$ cat src/rtl/bumpy_menu_pkg.sv
// Shared types and widths for the level-select menu and its graphics block.
// Pure declarations; no timing or flow-control behaviour.
package bumpy_menu_pkg;

  typedef enum logic [2:0] {
    IDLE,
    SELECT,
    COUNTDOWN,
    DONE,
    WAIT_EXIT
  } menu_state_t;

  localparam int LVL_W = 2;
  localparam int CNT_W = 4;

endpackage

$ cat src/rtl/key_edge_detect.sv
// Key press detector: one history register, press = key & ~key_d.
// Latency: press is combinational from key; no backpressure.
module key_edge_detect (
  input  logic clk,
  input  logic resetN,
  input  logic key,
  output logic press
);

  logic key_d;

  always_ff @(posedge clk or negedge resetN) begin
    if (!resetN) key_d <= 1'b0;
    else         key_d <= key;
  end

  assign press = key & ~key_d;

endmodule

$ cat src/rtl/level_menu_controller.sv
// Level-select menu: wrap-around cursor, idle auto-confirm, start countdown, one menu_comp pulse.
// Latency: registered outputs, 1 cycle after key/strobe; no backpressure. Option: LEVEL_MENU_AUTO_ADVANCE_EN.
module level_menu_controller
  import bumpy_menu_pkg::*;
#(
  parameter int NUM_LEVELS       = 4,
  parameter int COUNTDOWN_SEC    = 3,
  parameter int IDLE_TIMEOUT_SEC = 10
) (
  input  logic             clk,
  input  logic             resetN,
  input  logic             one_sec,
  input  logic             menu_screen,
  input  logic             key_up,
  input  logic             key_down,
  input  logic             key_enter,
`ifdef LEVEL_MENU_AUTO_ADVANCE_EN
  input  logic             level_comp,
`endif
  output logic             menu_comp,
  output logic [LVL_W-1:0] lvl_selected,
  output logic [CNT_W-1:0] countdown_val,
  output logic             countdown_active
);

  localparam logic [LVL_W-1:0] LVL_MAX = LVL_W'(NUM_LEVELS - 1);
  localparam logic [CNT_W-1:0] CD_INIT = CNT_W'(COUNTDOWN_SEC);
  localparam bit               TO_EN   = (IDLE_TIMEOUT_SEC != 0);
  localparam logic [CNT_W-1:0] TO_LAST = CNT_W'((IDLE_TIMEOUT_SEC == 0) ? 0 : IDLE_TIMEOUT_SEC - 1);

  menu_state_t      state, state_nxt;
  logic [LVL_W-1:0] lvl_nxt;
  logic [CNT_W-1:0] cd_nxt;
  logic [CNT_W-1:0] idle_cnt, idle_nxt;
  logic             up_p, dn_p, en_p;
  logic             any_press, auto_confirm, confirm;

  key_edge_detect u_up    (.clk(clk), .resetN(resetN), .key(key_up),    .press(up_p));
  key_edge_detect u_down  (.clk(clk), .resetN(resetN), .key(key_down),  .press(dn_p));
  key_edge_detect u_enter (.clk(clk), .resetN(resetN), .key(key_enter), .press(en_p));

  assign any_press = up_p | dn_p | en_p;
  // Timeout fires on the strobe that would bring the counter up to IDLE_TIMEOUT_SEC.
  assign auto_confirm = TO_EN && (state == SELECT) && one_sec && !any_press && (idle_cnt == TO_LAST);
  assign confirm      = en_p | auto_confirm;

  always_ff @(posedge clk or negedge resetN) begin
    if (!resetN) state <= IDLE;
    else         state <= state_nxt;
  end

  always_comb begin
    state_nxt = state;
    case (state)
      IDLE:      if (menu_screen) state_nxt = SELECT;
      SELECT: begin
        if (!menu_screen)  state_nxt = IDLE;
        else if (confirm)  state_nxt = (COUNTDOWN_SEC == 0) ? DONE : COUNTDOWN;
      end
      COUNTDOWN: begin
        if (!menu_screen)                                state_nxt = IDLE;
        else if (one_sec && countdown_val == CNT_W'(1))  state_nxt = DONE;
      end
      DONE:      state_nxt = WAIT_EXIT;
      WAIT_EXIT: if (!menu_screen) state_nxt = IDLE;
      default:   state_nxt = IDLE;
    endcase
  end

  always_comb begin
    lvl_nxt  = lvl_selected;
    cd_nxt   = countdown_val;
    idle_nxt = '0;
    case (state)
      SELECT: begin
        if (!menu_screen) begin
          cd_nxt = '0;
        end else if (confirm) begin
          cd_nxt = CD_INIT;
        end else begin
          if (up_p && !dn_p)
            lvl_nxt = (lvl_selected == '0) ? LVL_MAX : lvl_selected - 1'b1;
          else if (dn_p && !up_p)
            lvl_nxt = (lvl_selected == LVL_MAX) ? '0 : lvl_selected + 1'b1;
          if (any_press)
            idle_nxt = '0;
          else if (one_sec && idle_cnt != '1)
            idle_nxt = idle_cnt + 1'b1;
          else
            idle_nxt = idle_cnt;
        end
      end
      COUNTDOWN: begin
        if (!menu_screen) cd_nxt = '0;
        else if (one_sec) cd_nxt = countdown_val - 1'b1;
      end
      default: ;
    endcase
`ifdef LEVEL_MENU_AUTO_ADVANCE_EN
    // Finished a level: open the next menu one level further on.
    if (level_comp && state != SELECT && lvl_selected != LVL_MAX)
      lvl_nxt = lvl_selected + 1'b1;
`endif
  end

  always_ff @(posedge clk or negedge resetN) begin
    if (!resetN) begin
      lvl_selected     <= '0;
      countdown_val    <= '0;
      idle_cnt         <= '0;
      menu_comp        <= 1'b0;
      countdown_active <= 1'b0;
    end else begin
      lvl_selected     <= lvl_nxt;
      countdown_val    <= cd_nxt;
      idle_cnt         <= idle_nxt;
      menu_comp        <= (state_nxt == DONE);
      countdown_active <= (state_nxt == COUNTDOWN);
    end
  end

endmodule

$ cat config.mk
export PLATFORM = sky130hd
export DESIGN_NAME = level_menu_controller
export DESIGN_NICKNAME = d
export VERILOG_FILES = /design/src/rtl/bumpy_menu_pkg.sv /design/src/rtl/key_edge_detect.sv /design/src/rtl/level_menu_controller.sv
export SDC_FILE = /design/constraint.sdc
export NUM_CORES = 1
export LEC_CHECK = 0
export CAP_MARGIN = 20
export CORE_MARGIN = 3
export CORE_UTILIZATION = 40
export DETAILED_ROUTE_END_ITERATION = 10
export GPL_ROUTABILITY_DRIVEN = 0
export PLACE_DENSITY = 0.72
export SKIP_CTS_REPAIR_TIMING = 1
export SLEW_MARGIN = 20
export SYNTH_ARGS = -nofsm -noshare
export SYNTH_HDL_FRONTEND = slang
export SYNTH_SLANG_ARGS = --single-unit
$ cat constraint.sdc
create_clock -name clk -period 1.6 [get_ports clk]
set_clock_uncertainty 0.1 [all_clocks]
set_input_delay 0.32 -clock clk [delete_from_list [all_inputs] [get_ports clk]]
set_output_delay 0.32 -clock clk [all_outputs]
set_load 0.1 [all_outputs]
# Word level (Yosys, flattened, before mapping)
# Cells that the tools add are included.
word_totals:
  mem_count: 0
  ram_bits: 0
  out_inout_bits: 8
  mem_bits_ro: 0
  ff_bits: 18
  in_bits: 7
  latchBits: 0
classes:
  reduce_logical: 16
  n_mux: 21
  addsub: 4
  div_mod_pow: 0
  bitwise_logic: 10
  n_eq_ne: 13
  n_shift: 0
  n_mul: 0
  n_lt_le_gt_ge: 0
ops:
  columns: ["cell", "n"]
  rows:
  - ["2-to-1 mux 4 bit", 9]
  - ["2-to-1 mux 3 bit", 6]
  - ["case mux 3 bit (5 select lines)", 1]
  - ["== test 3 x 2 -> 1 bit, second input constant", 4]
  - ["2-to-1 mux 2 bit", 4]
  - ["case mux 4 bit (2 select lines)", 1]
  - ["logical AND 1 bit", 7]
  - ["inequality test 3 bit, second input constant", 2]
  - ["inequality test 5 x 4 -> 1 bit, second input constant", 1]
  - ["adder 4 x 1 -> 4 bit, second input constant", 1]
  - ["== test 4 x 1 -> 1 bit, second input constant", 1]
  - ["== test 4 bit, second input constant", 1]
  - ["inequality test 4 bit, second input constant", 1]
  - ["NOT 1 bit", 4]
  - ["AND reduction 4 bit", 1]
  - ["nonzero test 2 bit", 2]
  - ["subtractor 4 x 1 -> 4 bit, second input constant", 1]
  - ["AND 1 bit", 3]
  - ["== test 3 x 1 -> 1 bit, second input constant", 1]
  - ["== test 3 bit, second input constant", 1]
  - ["logical NOT 1 bit", 3]
  - ["logical NOT 3 bit", 1]
  - ["bitwise OR 1 bit", 3]
  - ["AND reduction 3 bit", 1]
  - ["4 further kinds", 4]

# Longest topological paths before layout
# Gate-level depths: netlist of run 1.
logic_depth:
  depth_word: 12
  mapped_depth: 6
  ltp_nobuf: 6

# By module
# Synthesis of run 1 repeated with hierarchy kept, for this count alone.
unflattened:
  cells_unflattened: 102
  area_unflattened_um2: 1058.5
by_module_without_submodules:
  columns: ["mod", "cells_per_inst", "area_each_um2", "instances"]
  rows:
  - ["level_menu_controller", 96, 942.2, 1]
  - ["key_edge_detect", 2, 38.8, 3]

# Worst setup path after synthesis of run 1
# OpenSTA, ideal clock, no wires.
synth_timing:
  path_type: "flip-flop to flip-flop"
  startpoint: "register countdown_val[0]"
  endpoint: "register state[0]"
  t_arrival_ns: 2.051
  setup_time_ns: 0.095
  stages_incl_launch_ff: 5
  n_path_buf: 0
  slack_ns: -0.646
  cell_sequence: "dfrtp_1 ha_1 or4b_4 or3_1 o31ai_1"
synth_between:
  elab_chain_len: 5
synth_lines:
  columns: ["item", "line_no", "source"]
  rows:
  - ["from (decl)", "level_menu_controller.sv:22", "output logic [CNT_W-1:0] countdown_val,"]
  - ["from (signal assigned)", "level_menu_controller.sv:115", "countdown_val <= cd_nxt;"]
  - ["== test 4 x 1 -> 1 bit", "level_menu_controller.sv:62", "else if (one_sec && countdown_val == CNT_W'(1)) state_nxt = DONE;"]
  - ["logical AND 1 bit", "level_menu_controller.sv:62", null]
  - ["2-to-1 mux 3 bit", "level_menu_controller.sv:62", null]
  - ["2-to-1 mux 3 bit", "level_menu_controller.sv:61", "if (!menu_screen) state_nxt = IDLE;"]
  - ["case mux 3 bit (5 select lines)", "level_menu_controller.sv:54", "case (state)"]
  - ["named net state_nxt[0]", "level_menu_controller.sv:31", "menu_state_t state, state_nxt;"]
  - ["to (signal assigned)", "level_menu_controller.sv:49", "else state <= state_nxt;"]
  - ["to (decl)", "level_menu_controller.sv:31", null]
# The timed path passes the listed nets, and every way through them passes these cells.
# A chain may end at the register's enable or synchronous reset.

# Final worst setup path of run 1
layout_timing:
  startpoint: "register countdown_val[1]"
  endpoint: "register state[0]"
# The elaborated chain is that of the path after synthesis.

==> metrics, run 1 <==
status=complete, but fails checks; violated checks=negative setup slack; total gr overflow=0; DR iter-0 viols=16; Final Util=0.6925; Slew @ Worst Pin=404.2 ps; Final Cell Area=0.001620 mm^2; Final min period=1722 ps; IO Port Bufs=14; VDD IR-drop max=852.0 uV; Core Footprint=0.002340 mm^2; Cell Area, Synth=0.001044 mm^2; layout cells sized above 1=0.4615; TritonCTS Buffers=3; Clk Latency, worst-skew pair=300 ps; Max Fclk=580.6 MHz; worst-path cell chain=inv_4, ha_4, or4b_4, or3_4, o31ai_4; Pins Over Slew Limit=0; drc violations=0; Worst EP required=1720 ps; maximum fanout along the worst path=2; Yosys top cell area share=0.4317; Die ar.=0.003258 mm^2; FF-to-FF Start=countdown_val[1]$_DFFE_PN0P_; type of origin of the critical path=flop; Internal Power=1093 uW; min-delay src=key_down; Setup crit end kind=flop; H-tree Lvls=1; total of max-cap violations=0; routed via count=945; period utilisation layout=1.076; Post-DP Area=0.001468 mm^2; # setup viols final=3; slowest cell delay on critical path=510 ps; number of global-route vias before repair=899; ANT nets after route=0; hold path depth=1; R2R Setup Slk=-120 ps; Rel. slew slack=0.7300; dominant cells by area after synthesis=dfrtp_1, ha_1, a21oi_1, inv_1, nand2b_1; Synth area leader=dfrtp_1; initial antenna violation count=0; Nets=159; Reg power frac=0.320; Vias per Instance=5.526; first-pass GRT wire length=3919 um; CTS Root Cell=clkbuf_4; Worst Reg-to-Reg Cells=5; # IOs=15; Psw=828.8 uW; critical path class=flop to flop; Tot GR Track Use=0.1537; Area Growth Syn to Fin=55.28%; unrepaired setup endpoints after global routing=true; pin count of the biggest net entering global routing=19; Net Sw Frac=0.4313; setup ws final=-122.3 ps; die width=57.08 um; Worst Path Arrival=1840 ps; flops & latches, synth=18; Slowest cell on crit path=dfrtp_4; Post-Syn Instances=103; DP HPWL=1856 um; Min-Delay Endpoint=u_down.key_d$_DFF_PN0_; sequential fraction of the synthesis area=0.4317; DP Worst Slack=-466.8 ps; YS warnings=0; Static Leakage=0.0007487 uW; power per cell area=1186 mW/mm^2; CTS tree=built; hold crit path type=input pin to flop; Rows=17; Avg Cell Area, Syn=10.13 um^2; CTS clock-pin slew for the worst setup and hold paths=110 ps; Comb power frac=0.530; drt total wl=2476 um; Die Y=57.08 um; FF-to-FF End=state[0]$_DFF_PN0_; clk buf depth=2; Synth cell types=36; initial core utilization=0.4460; total power=1922 uW; ANT cells=0; router iterations before antenna repair=4; clock sinks=18; Routed wire per std cell=14.48 um; syn_nets=118; # fillers=175; clock group share of total power=0.150; final hold viol count=0
-- worst max-delay path by stage --
stage	start	endpoint	depth (start not counted)
after floorplan	countdown_val[1]$_DFFE_PN0P_	state[0]$_DFF_PN0_	5
after global placement	one_sec	state[0]$_DFF_PN0_	6
after detailed placement	one_sec	state[0]$_DFF_PN0_	6
after CTS	one_sec	state[0]$_DFF_PN0_	6
after global routing	countdown_val[1]$_DFFE_PN0P_	state[0]$_DFF_PN0_	5
final	countdown_val[1]$_DFFE_PN0P_	state[0]$_DFF_PN0_	5
-- through the flow --
stage / cells / TNS (ps) / hold slack (ps)
floorplan: 103 / -439.8 / -75.59
global placement: 166 / -3995 / 459.6
detailed placement: 166 / -4430 / 464.1
CTS: 170 / -733.2 / 236.0
global route: 171 / -589.3 / 103.7
finish: 171 / -240.4 / 115.7
-- cell families (layout without fill, tap and decap cells) --
group / count (synthesis) / after routing / share of synthesized area
DFF: 18 / 18 / 0.4317
adders and majority gates: 8 / 8 / 0.09593
xor gates and xnor gates: 3 / 3 / 0.02518
AOI/OAI and AO/OA: 28 / 28 / 0.1823
and+or+nand+nor: 35 / 35 / 0.2158
buffers and inverters: 11 / 51 / 0.04916
-- cells in the mapped netlist --
master	number
a31o_2	1
or3_1	1
and4bb_2	1
dfrtp_1	18
nand2_1	6
o21a_1	1
a311o_1	1
nand2b_1	5
a211o_1	1
a311oi_1	1
a21oi_1	10
and2b_2	1
nor2_1	5
o2111ai_1	1
nand4_1	1
a2bb2oi_1	1
o2bb2ai_1	2
inv_4	1
nand3_1	3
ha_1	8
or2_2	1
or4b_1	1
o31ai_1	3
nor3_2	1
o41ai_1	1
o21ai_0	3
or3_2	1
inv_1	9
nand4b_4	1
buf_6	1
nor3_1	4
or4b_4	1
a2111oi_0	1
a31oi_1	1
xor2_1	3
nor2b_1	2
-- critical path, delay by kind of cell (launching register included) --
kind / cells / cell delay (ps)
compound gates: 1 / 60
flops: 1 / 510
fa+ha+maj: 1 / 100
buf+inv: 1 / 70
simple gates: 2 / 800
-- power by group through the flow --
stage	Combinational, uW	Sequential [uW]	Clock [uW]
after floorplan	216	940	0
final	1020	615	289
after global routing	1070	625	316
after detailed placement	969	611	0
after CTS	971	602	294
after global placement	931	605	0
-- cells in the final DEF (no fill, tap or decap), types with 2 or more instances in the layout --
master,count
dfrtp_2,3
buf_4,21
nor3_1,2
nor2_1,5
a21oi_1,8
inv_1,6
buf_6,2
ha_4,2
inv_2,2
dfrtp_4,3
buf_12,8
a21oi_2,2
ha_1,5
nand2b_1,3
nand2_1,6
nand3_1,3
nor3_2,3
o21ai_0,2
nor2b_1,2
xor2_1,3
o31ai_1,2
clkbuf_4,3
inv_4,2
o2bb2ai_1,2
dfrtp_1,12
dlymetal6s2s_1,3
or4b_4,2
nand2b_4,2
clkdlybuf4s50_1,3
-- sequential cells by signal, summed over array words and instances (netlist names) --
| register | cells |
|---|---|
| menu_comp | 1 |
| u_up.key_d | 1 |
| u_enter.key_d | 1 |
| lvl_selected | 2 |
| countdown_val | 4 |
| idle_cnt | 4 |
| u_down.key_d | 1 |
| state | 3 |
| countdown_active | 1 |
-- layout make-up --
class | instances | area [um^2] | area share
Multi-Input combinational cell | 74 | 633.1 | 0.3907
Timing Repair Buffer | 37 | 407.9 | 0.2517
Sequential cell | 18 | 465.4 | 0.2873
Inverter | 10 | 42.54 | 0.02625
Clock buffer | 4 | 36.28 | 0.02239
Tap cell | 28 | 35.03 | 0.02162
-- layer usage --
layer,track usage,wire length (um),vias to the layer above
met5,0,0,-
met3,0.04977,122,5
met4,0.04636,25,0
met2,0.2577,1268,22
li1,-,-,457
met1,0.1879,1059,461
(Power assumes the default switching activity.)
==> run 2, diff against run 1 <==
--- a/config.mk
+++ b/config.mk
@@ -8,11 +8,12 @@
 export CAP_MARGIN = 20
 export CORE_MARGIN = 3
 export CORE_UTILIZATION = 40
+export CTS_CLUSTER_SIZE = 10
 export DETAILED_ROUTE_END_ITERATION = 10
 export GPL_ROUTABILITY_DRIVEN = 0
 export PLACE_DENSITY = 0.72
 export SKIP_CTS_REPAIR_TIMING = 1
-export SLEW_MARGIN = 20
+export SLEW_MARGIN = 30
 export SYNTH_ARGS = -nofsm -noshare
 export SYNTH_HDL_FRONTEND = slang
 export SYNTH_SLANG_ARGS = --single-unit
==> results of run 2 <==
No change in the layout: final DEF, timing and power equal those of run 1.
==> run 3, diff against run 2 <==
--- a/config.mk
+++ b/config.mk
@@ -11,6 +11,7 @@
 export CTS_CLUSTER_SIZE = 10
 export DETAILED_ROUTE_END_ITERATION = 10
 export GPL_ROUTABILITY_DRIVEN = 0
+export HOLD_SLACK_MARGIN = 0.02
 export PLACE_DENSITY = 0.72
 export SKIP_CTS_REPAIR_TIMING = 1
 export SLEW_MARGIN = 30
==> results of run 3 <==
No change in the layout: final DEF, timing and power equal those of run 1.
